[config.mk]
export PLATFORM = sky130hd
export DESIGN_NAME = fp_special_pipe
export DESIGN_NICKNAME = d
export VERILOG_FILES = /design/src/rtl/fp_special_pkg.sv /design/src/rtl/fp_skid_buf.sv /design/src/rtl/fp_special_pipe.sv
export SDC_FILE = /design/constraint.sdc
export NUM_CORES = 1
export LEC_CHECK = 0
export CELL_PAD_IN_SITES_DETAIL_PLACEMENT = 0
export CELL_PAD_IN_SITES_GLOBAL_PLACEMENT = 1
export CORE_MARGIN = 1.5
export CORE_UTILIZATION = 40
export CTS_BUF_LIST = sky130_fd_sc_hd__clkbuf_8 sky130_fd_sc_hd__clkbuf_16
export DETAILED_ROUTE_END_ITERATION = 10
export PLACE_DENSITY_LB_ADDON = 0.1
export SLEW_MARGIN = 15
export SYNTH_ARGS = -nofsm -noshare
export SYNTH_HDL_FRONTEND = slang
export SYNTH_SLANG_ARGS = --single-unit
[constraint.sdc]
create_clock -name clk -period 4.87 [get_ports clk]
set_clock_uncertainty 0.05 [all_clocks]
set_input_delay 1.2175 -clock clk [delete_from_list [all_inputs] [get_ports clk]]
set_output_delay 1.2175 -clock clk [all_outputs]
set_load 0.03 [all_outputs]
[src/rtl/fp_special_pkg.sv]
// fp_special_pkg
//   Shared definitions for the special-value front end of the sqrt datapath.
//   - fp_class_e   : operand class code carried on out_class
//   - entry_hdr_t  : width-independent head of a pipeline entry
//                    (class, bypass, sign); the exponent/fraction/lz tail
//                    depends on module parameters and is added by the user
//   - qbit_mask()  : quiet-bit (fraction MSB) mask for a given fraction width
package fp_special_pkg;

    typedef enum logic [2:0] {
        ZERO      = 3'd0,
        SUBNORMAL = 3'd1,
        NORMAL    = 3'd2,
        PINF      = 3'd3,
        NINF      = 3'd4,
        NAN       = 3'd5
    } fp_class_e;

    typedef struct packed {
        fp_class_e cls;
        logic      bypass;
        logic      sign;
    } entry_hdr_t;

    localparam int MAX_MANT_W = 64;

    // One-hot mask of the fraction MSB; callers size-cast to their MANT_W.
    function automatic logic [MAX_MANT_W-1:0] qbit_mask(input int mant_w);
        logic [MAX_MANT_W-1:0] m;
        m = '0;
        m[mant_w-1] = 1'b1;
        return m;
    endfunction

endpackage

[src/rtl/fp_skid_buf.sv]
// fp_skid_buf
//   Generic 2-entry valid/ready skid buffer: an output register plus one
//   skid register. Order is preserved; the skid entry always drains into the
//   output register before any newer input can be taken.
// Handshake: a transfer happens on a side at a rising edge where valid and
//   ready are both high; valid never depends on ready on the same side.
// Ports
//   clk, rst            clock, asynchronous active-high reset
//   in_valid/in_ready   upstream handshake (in_ready = skid not full)
//   in_data [W]         upstream payload
//   out_valid/out_ready downstream handshake
//   out_data [W]        downstream payload, held while out_valid && !out_ready
module fp_skid_buf #(
    parameter int W = 8
) (
    input  logic         clk,
    input  logic         rst,
    input  logic         in_valid,
    output logic         in_ready,
    input  logic [W-1:0] in_data,
    output logic         out_valid,
    input  logic         out_ready,
    output logic [W-1:0] out_data
);

    logic         out_valid_q;
    logic [W-1:0] out_data_q;
    logic         skid_full_q;
    logic [W-1:0] skid_data_q;
    logic         in_fire;

    assign in_ready  = !skid_full_q;
    assign in_fire   = in_valid && in_ready;
    assign out_valid = out_valid_q;
    assign out_data  = out_data_q;

    always_ff @(posedge clk or posedge rst) begin
        if (rst) begin
            out_valid_q <= 1'b0;
            out_data_q  <= '0;
            skid_full_q <= 1'b0;
            skid_data_q <= '0;
        end else if (!out_valid_q || out_ready) begin
            // Output register is free this edge. A full skid refills it
            // first; in_ready is low then, so no new entry can collide.
            if (skid_full_q) begin
                out_data_q  <= skid_data_q;
                out_valid_q <= 1'b1;
                skid_full_q <= 1'b0;
            end else begin
                out_valid_q <= in_fire;
                if (in_fire) begin
                    out_data_q <= in_data;
                end
            end
        end else if (in_fire) begin
            // Output stalled: park the new entry behind it.
            skid_data_q <= in_data;
            skid_full_q <= 1'b1;
        end
    end

endmodule

[src/rtl/fp_special_pipe.sv]
// fp_special_pipe
//   Special-value front end for the sqrt datapath. Classifies an IEEE-754
//   operand of any EXP_W/MANT_W format and, in sqrt mode, produces the
//   early-out result (NaN, +inf, signed zero) with bypass=1. Positive finite
//   operands pass through unchanged for the sqrt core. mode=1 only classifies.
//   One cycle latency behind a 2-entry skid buffer.
// Ports
//   clk, rst                  clock, asynchronous active-high reset
//   enable                    0 holds in_ready low; output side still drains
//   in_valid/in_ready         upstream handshake
//   mode                      0 sqrt early-out, 1 classify-only
//   in_sign/in_exp/in_mant    operand fields
//   out_valid/out_ready       downstream handshake
//   out_class/out_bypass      class code, result-is-final flag
//   out_sign/out_exp/out_mant result fields
//   out_lz                    leading zeros of the fraction for SUBNORMAL
//   flag_clr/flag_nv          clear / sticky invalid-operation flag
module fp_special_pipe
    import fp_special_pkg::*;
#(
    parameter  int EXP_W  = 5,
    parameter  int MANT_W = 10,
    localparam int LZ_W   = $clog2(MANT_W + 1)
) (
    input  logic              clk,
    input  logic              rst,
    input  logic              enable,
    input  logic              in_valid,
    output logic              in_ready,
    input  logic              mode,
    input  logic              in_sign,
    input  logic [EXP_W-1:0]  in_exp,
    input  logic [MANT_W-1:0] in_mant,
    output logic              out_valid,
    input  logic              out_ready,
    output fp_class_e         out_class,
    output logic              out_bypass,
    output logic              out_sign,
    output logic [EXP_W-1:0]  out_exp,
    output logic [MANT_W-1:0] out_mant,
    output logic [LZ_W-1:0]   out_lz,
    input  logic              flag_clr,
    output logic              flag_nv
);

    localparam logic [MANT_W-1:0] QBIT = MANT_W'(qbit_mask(MANT_W));

    // Field widths follow the module parameters, so the full entry is
    // assembled here around the package header.
    typedef struct packed {
        entry_hdr_t         hdr;
        logic [EXP_W-1:0]   exp;
        logic [MANT_W-1:0]  mant;
        logic [LZ_W-1:0]    lz;
    } entry_t;

    localparam int ENTRY_W = $bits(entry_t);

    logic               exp_zero;
    logic               exp_max;
    logic               mant_zero;
    fp_class_e          raw_class;
    logic [LZ_W-1:0]    lz_cnt;
    logic               lz_found;
    entry_t             entry;
    logic               nv_op;
    logic               buf_in_ready;
    logic               accept;
    logic [ENTRY_W-1:0] buf_out_data;
    entry_t             out_entry;

    assign exp_zero  = (in_exp == '0);
    assign exp_max   = &in_exp;
    assign mant_zero = (in_mant == '0);

    always_comb begin
        if (exp_zero) begin
            raw_class = mant_zero ? ZERO : SUBNORMAL;
        end else if (exp_max) begin
            raw_class = mant_zero ? (in_sign ? NINF : PINF) : NAN;
        end else begin
            raw_class = NORMAL;
        end
    end

    // Leading-zero count from the fraction MSB down; only consumed for
    // subnormals, where the fraction is nonzero so the count is < MANT_W.
    always_comb begin
        lz_cnt   = '0;
        lz_found = 1'b0;
        for (int i = MANT_W - 1; i >= 0; i--) begin
            if (!lz_found) begin
                if (in_mant[i]) begin
                    lz_found = 1'b1;
                end else begin
                    lz_cnt = lz_cnt + LZ_W'(1);
                end
            end
        end
    end

    always_comb begin
        entry.hdr.cls    = raw_class;
        entry.hdr.bypass = 1'b0;
        entry.hdr.sign   = in_sign;
        entry.exp        = in_exp;
        entry.mant       = in_mant;
        entry.lz         = '0;
        nv_op            = 1'b0;
        if (!mode) begin
            case (raw_class)
                NAN: begin
                    // Quieten; a signalling NaN raises invalid.
                    entry.hdr.bypass = 1'b1;
                    entry.mant       = in_mant | QBIT;
                    nv_op            = !in_mant[MANT_W-1];
                end
                ZERO, PINF: begin
                    entry.hdr.bypass = 1'b1;
                end
                default: begin
                    // NINF, or a negative normal/subnormal: sqrt is invalid.
                    if (in_sign) begin
                        entry.hdr.cls    = NAN;
                        entry.hdr.bypass = 1'b1;
                        entry.hdr.sign   = 1'b1;
                        entry.exp        = '1;
                        entry.mant       = QBIT;
                        nv_op            = 1'b1;
                    end
                end
            endcase
        end
        if (entry.hdr.cls == SUBNORMAL) begin
            entry.lz = lz_cnt;
        end
    end

    assign in_ready = enable && buf_in_ready;
    assign accept   = in_valid && in_ready;

    fp_skid_buf #(
        .W (ENTRY_W)
    ) u_skid (
        .clk       (clk),
        .rst       (rst),
        .in_valid  (in_valid && enable),
        .in_ready  (buf_in_ready),
        .in_data   (entry),
        .out_valid (out_valid),
        .out_ready (out_ready),
        .out_data  (buf_out_data)
    );

    assign out_entry  = buf_out_data;
    assign out_class  = out_entry.hdr.cls;
    assign out_bypass = out_entry.hdr.bypass;
    assign out_sign   = out_entry.hdr.sign;
    assign out_exp    = out_entry.exp;
    assign out_mant   = out_entry.mant;
    assign out_lz     = out_entry.lz;

    // Raised when the invalid operand is accepted, not when it leaves;
    // a set in the same cycle wins over a clear.
    always_ff @(posedge clk or posedge rst) begin
        if (rst) begin
            flag_nv <= 1'b0;
        end else if (accept && nv_op) begin
            flag_nv <= 1'b1;
        end else if (flag_clr) begin
            flag_nv <= 1'b0;
        end
    end

endmodule
==> out/metrics.csv, run 1 <==
stage,metric,value,unit
clocking,cts.sinks,51,
global_route,grt_overflow_total,0,
timing,post-route-min-period,4.71,ns
yosys,synth_common_cells,"nand2_1 (55), dfrtp_1 (51), o21ai_0 (39), nor2_1 (21), a21oi_1 (18)",
routing,ant_nets,0,
yosys,synth_edf_count,0,
routing,routed_wl,7.30,mm
layout,diodes,0,
floorplan,die_height,87.8,microns
pwr,sequentialPowerShare,45.9,%
yosys,synth.net_count,352,
floorplan,row_count,30,
pwr,p_sw_share,34.0,%
timing,rsz0062_at_grt,false,
critical_path,required,5.05,ns
place,gp_congestion,0.886,
pwr,leakage,1.68,nW
pwr,p_per_area,316,nW/um^2
global_route,grt_pass1_wl,12.0,mm
floorplan,die_x,87.8,microns
clocking,clock_latency,0.31,ns
timing,hold_viol_final,0,
global_route,grtUsageTotal,20.2,%
layout,final_cell_count_no_fill,484,
routing,route.detailed.drc,0,
layout,layout.nets,416,
yosys,ys_ff_latch,51,
run_status,status,"complete, no violations",
layout,drive_above_1_share,18.0,%
critical_path,crit_path_max_incr_delay,0.53,ns
critical_path,critical-path-slowest-cell,or4_4,
routing,drt_iter0_drc,159,
routing,routedWlPerCell,15.1,microns
timing,fmax,212,MHz
clocking,path_clk_slew,0.10,ns
yosys,yosysTopAreaCellShare,44.3,%
yosys,synth_area_leaders,"dfrtp_1 (44%), nand2_1 (7.2%), o21ai_0 (6.8%)",
timing,setup_viol,0,
layout,syn_to_final_growth,30.7,%
floorplan,top_level_ports,50,
global_route,grt_pass1_vias,2422,
floorplan,start_util,41.9,%
timing,fin_setup_tns,0,ns
place,dp_cells,472,
yosys,ys_seq_area_share,44.3,%
critical_path,crit_family,compound AO/OA/AOI/OAI gates,
clocking,cts_tree,built,
routing,dr_total_vias,2526,
clocking,cts-root-buf,clkbuf_8,
critical_path,cp.arrival,4.88,ns
critical_path,crit_fanout,2,
timing,finalMaxSlewViolations,0,
yosys,synth_ff_type,dfrtp_1,
yosys,syn_area_per_cell,8.91,sq um
yosys,synth_most_common_cell,nand2_1,
pwr,p_sw,404,uW
global_route,grt_start_max_net_pins,52,
place,io_buffers,49,
critical_path,critical_path_class,input port to flop,
yosys,synthCells,323,
yosys,synth_top_area_cell,dfrtp_1,
pwr,peakVddDrop,0.120,mV
global_route,antenna_found_initial,0,
clocking,cts_hold_buf,0,
pwr,power.internal,784,uW
flow_run,maxCapViolations,0,
yosys,yosysUniqueCellTypes,60,
critical_path,crit_buf_inv,1,
clocking,clock_path_buffers,2,
timing,tightest_slew,0.911,ns
timing,fin_crit_sh,96.6,%
yosys,synthArstFlopShare,100,%
routing,firstDrtPassIters,4,
layout,fillCellCount,646,
pwr,power_frac_comb,32.0,%
yosys,syn_area,2880,sq um
floorplan,core,6870,sq um
pwr,p_clk_share,22.1,%
hold_path,hold_class,flop to flop,
floorplan,die-area,7720,sq um
clocking,numCtsBuffers,5,
yosys,yosys_warnings,0,
clocking,ctsHtreeMaxLevel,2,
place,dp_hpwl,4.93,mm
critical_path,critPathLaunchType,input port,
critical_path,crit_chain,clkbuf_2 -> or4_4 -> and2_4 -> ha_4 -> mux2i_4 -> a21boi_2 -> a21oi_2 -> ha_1 -> o21ai_1 -> a21o_1 -> ha_4 -> mux2_4 -> ha_4 -> mux2i_1 -> nand2_1 -> nand3_2 -> a2111oi_2 -> o21ai_1 -> o21ai_1,
critical_path,end_kind,flop,
timing,slew_headroom,39.3,%
routing,viasPerCell,5.22,
flip-flops by register name (all words and copies together), names as in the netlist:
name / flops
flag_nv: 1
u_skid.out_data: 24
u_skid.skid_full_q: 1
u_skid.skid_data_q: 24
u_skid.out_valid: 1
final cells by class:
type,count,area [sq um],share of cell area (%)
Clock inverter,2,16.3,0.432
Tap cell,96,120,3.19
Clock buffer,6,82.6,2.19
Multi-Input combinational cell,246,1560,41.4
Sequential cell,51,1280,33.9
Inverter,8,31.3,0.831
Timing Repair Buffer,75,677,18.0
kinds of logic after synthesis:
group                    synth area share [%]
flip-flops                               44.3
XOR/XNOR                                0.913
buffers and inverters                    4.13
AND/OR/NAND/NOR                          26.7
AO/OA/AOI/OAI                            18.7
adder cells (fa/ha/maj)                  2.61
multiplexers                             2.65
tightest hold or removal path: stages (launching register included):
cell and delay, ns:
dfrtp_1 0.35, nand2_1 0.04, o21ai_0 0.06
routing by layer:
metal	GRT usage, %	routed length, microns	vias to the layer above
li1	-	-	1265
met1	27.2	3560	1203
met2	33.2	3370	53
met3	3.39	310	5
met4	6.35	61	0
met5	0	0	-
power groups by stage:
stage / Sequential (mW) / Combinational (mW) / Clock [mW]
2_1_floorplan: 0.629 / 0.137 / 0
3_3_place_gp: 0.553 / 0.365 / 0
3_5_place_dp: 0.555 / 0.370 / 0
4_1_cts: 0.546 / 0.373 / 0.273
5_1_grt: 0.556 / 0.416 / 0.287
6_report: 0.545 / 0.381 / 0.262
metrics by stage:
stage	total power, mW	util (%)	worst slack [ns]	instance area, sq um	hold WS (ns)
2_1_floorplan	0.766	-	0.0141	2880	0.391
3_3_place_gp	0.918	51.9	-0.507	3570	0.403
3_5_place_dp	0.925	51.9	-0.578	3570	0.412
4_1_cts	1.19	53.7	0.0173	3690	0.434
5_1_grt	1.26	54.8	0.0332	3760	0.461
6_report	1.19	54.8	0.164	3760	0.431
repair_timing:
action,in CTS,in global routing
buffers inserted,2,2
pin swaps,8,12
gates resized for setup,9,18
setup endpoints to repair,2,4
cells in the final DEF (no fill, tap or decap), types with 3 or more instances in the layout:
cell type,instances
nand3_1,10
dfrtp_1,51
nand2_1,55
and3_1,15
o21ai_1,10
xnor2_1,3
nor2_1,21
ha_4,3
nand2b_1,5
inv_1,7
clkbuf_8,6
ha_1,3
a21oi_1,18
nor2b_1,3
clkdlybuf4s50_1,45
mux2i_1,3
nor3_1,5
o21ai_0,36
clkbuf_2,3
o211ai_1,6
buf_4,25
a21o_1,3
path summary, 6_finish.rpt:
check | start | endpoint | slack (ns) | cells past startpoint
worst max-delay path | in_mant[8] | u_skid.out_data[1] | 0.16 | 19
worst min-delay path | u_skid.skid_data_q[13] | u_skid.skid_data_q[13] | 0.43 | 2
worst max register to register | u_skid.skid_full_q | u_skid.out_data[21] | 2.85 | 4
worst min register to register | u_skid.skid_data_q[13] | u_skid.skid_data_q[13] | 0.43 | 2
max in group asynchronous | rst | u_skid.out_data[2] | 2.88 | 2
min in group asynchronous | rst | u_skid.out_data[10] | 1.34 | 2
Power figures use the tool's default switching activity.
==> run 2: changes to the inputs <==
==> constraint.sdc (replaced) <==
create_clock -name clk -period 4.87 [get_ports clk]
set_clock_uncertainty 0.05 [all_clocks]
set_input_delay 0.974 -clock clk [delete_from_list [all_inputs] [get_ports clk]]
set_output_delay 0.974 -clock clk [all_outputs]
set_load 0.03 [all_outputs]
==> run 2 against run 1 <==
- sequential power up 0.7%
- clock-buffer cell count did not move
- die area did not move
- clock power up 17%
- utilization rose by 0.38 points
- maximum frequency rose by 0.71%
- sequential share of layout area down 0.24 points
- critical path type unchanged
==> out/metrics.csv, run 2 (synthesis gave the netlist of run 1 again) <==
stage,metric,value,unit
floorplan,die_x,87.8,microns
timing,setup_viol,0,
global_route,grt_start_max_net_pins,49,
layout,syn_to_final_growth,31.6,%
layout,layout.nets,417,
routing,ant_nets,0,
timing,tightest_slew,1.10,ns
place,io_buffers,49,
critical_path,critical_path_class,input port to flop,
timing,fin_crit_sh,96.0,%
pwr,p_total,1.23,mW
floorplan,die_height,87.8,microns
pwr,leakage,1.71,nW
run_status,status,"complete, no violations",
routing,routed_wl,7.30,mm
layout,diodes,0,
floorplan,start_util,41.9,%
clocking,path_clk_slew,0.09,ns
global_route,grt_overflow_total,0,
routing,drt_iter0_drc,106,
timing,slew_headroom,26.5,%
routing,viasPerCell,5.17,
clocking,cts_hold_buf,0,
layout,final_cell_mix,"nand2_1 (55), dfrtp_1 (51), clkdlybuf4s50_1 (47)",
hold_path,hold_class,flop to flop,
floorplan,core,6870,sq um
clocking,clock_latency,0.30,ns
critical_path,setup.worst_path.end,u_skid.out_data[1],
clocking,cts-root-buf,clkbuf_8,
global_route,grt.busiest_layer,met2,
routing,dr_total_vias,2508,
floorplan,row_count,30,
routing,route.detailed.drc,0,
timing,hold_viol_final,0,
pwr,peakVddDrop,0.117,mV
critical_path,r2r_slack,2.44,ns
global_route,antenna_found_initial,0,
global_route,met1_usage,29.2,%
pwr,p_per_area,324,nW/um^2
global_route,use_met2,33.3,%
clocking,ctsHtreeMaxLevel,2,
place,gp_congestion,0.850,
floorplan,top_level_ports,50,
timing,post-route-min-period,4.67,ns
global_route,grt_pass1_vias,2390,
clocking,numCtsBuffers,5,
flow_run,maxCapViolations,0,
timing,finalMaxSlewViolations,0,
critical_path,required,5.04,ns
routing,firstDrtPassIters,4,
critical_path,crit_chain,clkdlybuf4s50_1 -> or4_4 -> and2_4 -> ha_1 -> mux2i_1 -> a21boi_2 -> a21oi_2 -> ha_1 -> o21ai_1 -> a21o_1 -> ha_4 -> mux2_4 -> ha_4 -> mux2i_1 -> nand2_1 -> nand3_2 -> a2111oi_4 -> o21ai_2 -> o21ai_1,
critical_path,critPathLaunchType,input port,
layout,final_common_cell,nand2_1,
clocking,clock_path_buffers,2,
clocking,cts_tree,built,
floorplan,die-area,7720,sq um
global_route,grtUsageTotal,20.7,%
critical_path,crit_fanout,2,
global_route,grt_pass1_wl,12.2,mm
critical_path,worstSetupStartpoint,in_mant[8],
critical_path,reg2reg_from,u_skid.skid_full_q,
critical_path,critical-path-slowest-cell,or4_4,
critical_path,cp.arrival,4.85,ns
critical_path,crit_path_max_incr_delay,0.49,ns
timing,fin_ws,0.197,ns
critical_path,end_kind,flop,
global_route,met3_usage,3.96,%
place,dp_hpwl,4.92,mm
clocking,cts.sinks,51,
critical_path,worstReg2RegEnd,u_skid.out_data[3],
place,preCtsSetupSlack,-0.467,ns
timing,fmax,214,MHz
layout,drive_above_1_share,17.0,%
critical_path,reg2reg_depth,3,
routing,routedWlPerCell,15.0,microns
==> run 2: worst min path at each step <==
stage               slack (ns)              startpoint  cells past startpoint                     end
CTS                       0.43  u_skid.skid_data_q[12]                      2  u_skid.skid_data_q[12]
global route              0.45   u_skid.skid_data_q[0]                      1   u_skid.skid_data_q[0]
detailed placement        0.41  u_skid.skid_data_q[12]                      2  u_skid.skid_data_q[12]
floorplan                 0.39  u_skid.skid_data_q[22]                      2  u_skid.skid_data_q[22]
finish                    0.43   u_skid.skid_data_q[4]                      2   u_skid.skid_data_q[4]
global placement          0.40  u_skid.skid_data_q[10]                      2  u_skid.skid_data_q[10]
==> run 2: timing repair <==
| item | CTS | global route |
|---|---|---|
| endpoints found under the hold margin | 0 | 0 |
| endpoints found under the setup margin | 2 | 2 |
| buffers inserted | 4 | 2 |
| pin swaps | 1 | 9 |
| gates resized for setup | 3 | 13 |
==> run 2: cell type report <==
type | count | area [sq um]
fillers | 657 | 3080
multi-input cells | 246 | 1550
flip-flops and latches | 51 | 1280
repair buffers | 76 | 698
well taps | 96 | 120
clock buffers | 6 | 82.6
clock inverters | 2 | 35.0
inverters | 8 | 30.0
==> run 2: per-stage QoR <==
stage	std cells	TNS [ns]	util (%)	instance area, sq um	hold slack, ns
finish	485	0	55.2	3790	0.429
global placement	471	-0.841	51.8	3560	0.403
floorplan	323	0	-	2880	0.391
CTS	483	0	54.0	3710	0.434
detailed placement	471	-1.13	51.8	3560	0.412
global route	485	-0.0886	55.2	3790	0.454
==> run 2: routing by layer <==
layer,share of wire [%],wire length [microns]
met1,48,3510
met2,47,3440
met3,3.9,284
met4,0.84,61
met5,0,0
==> run 2: power by group <==
group	leakage, nW	internal (mW)	switching [mW]	total [mW]
Combinational	0.991	0.161	0.213	0.374
Clock	0.0612	0.166	0.139	0.306
Sequential	0.654	0.505	0.0437	0.549
Total	1.71	0.832	0.397	1.23
==> run 2: critical path: cells and delay by family <==
kind / cells / cell delay (ns)
muxes: 3 / 0.50
AOI/OAI and AO/OA: 7 / 1.12
adders and majority gates: 4 / 1.02
and+or+nand+nor: 4 / 0.84
buffers and inverters: 1 / 0.41
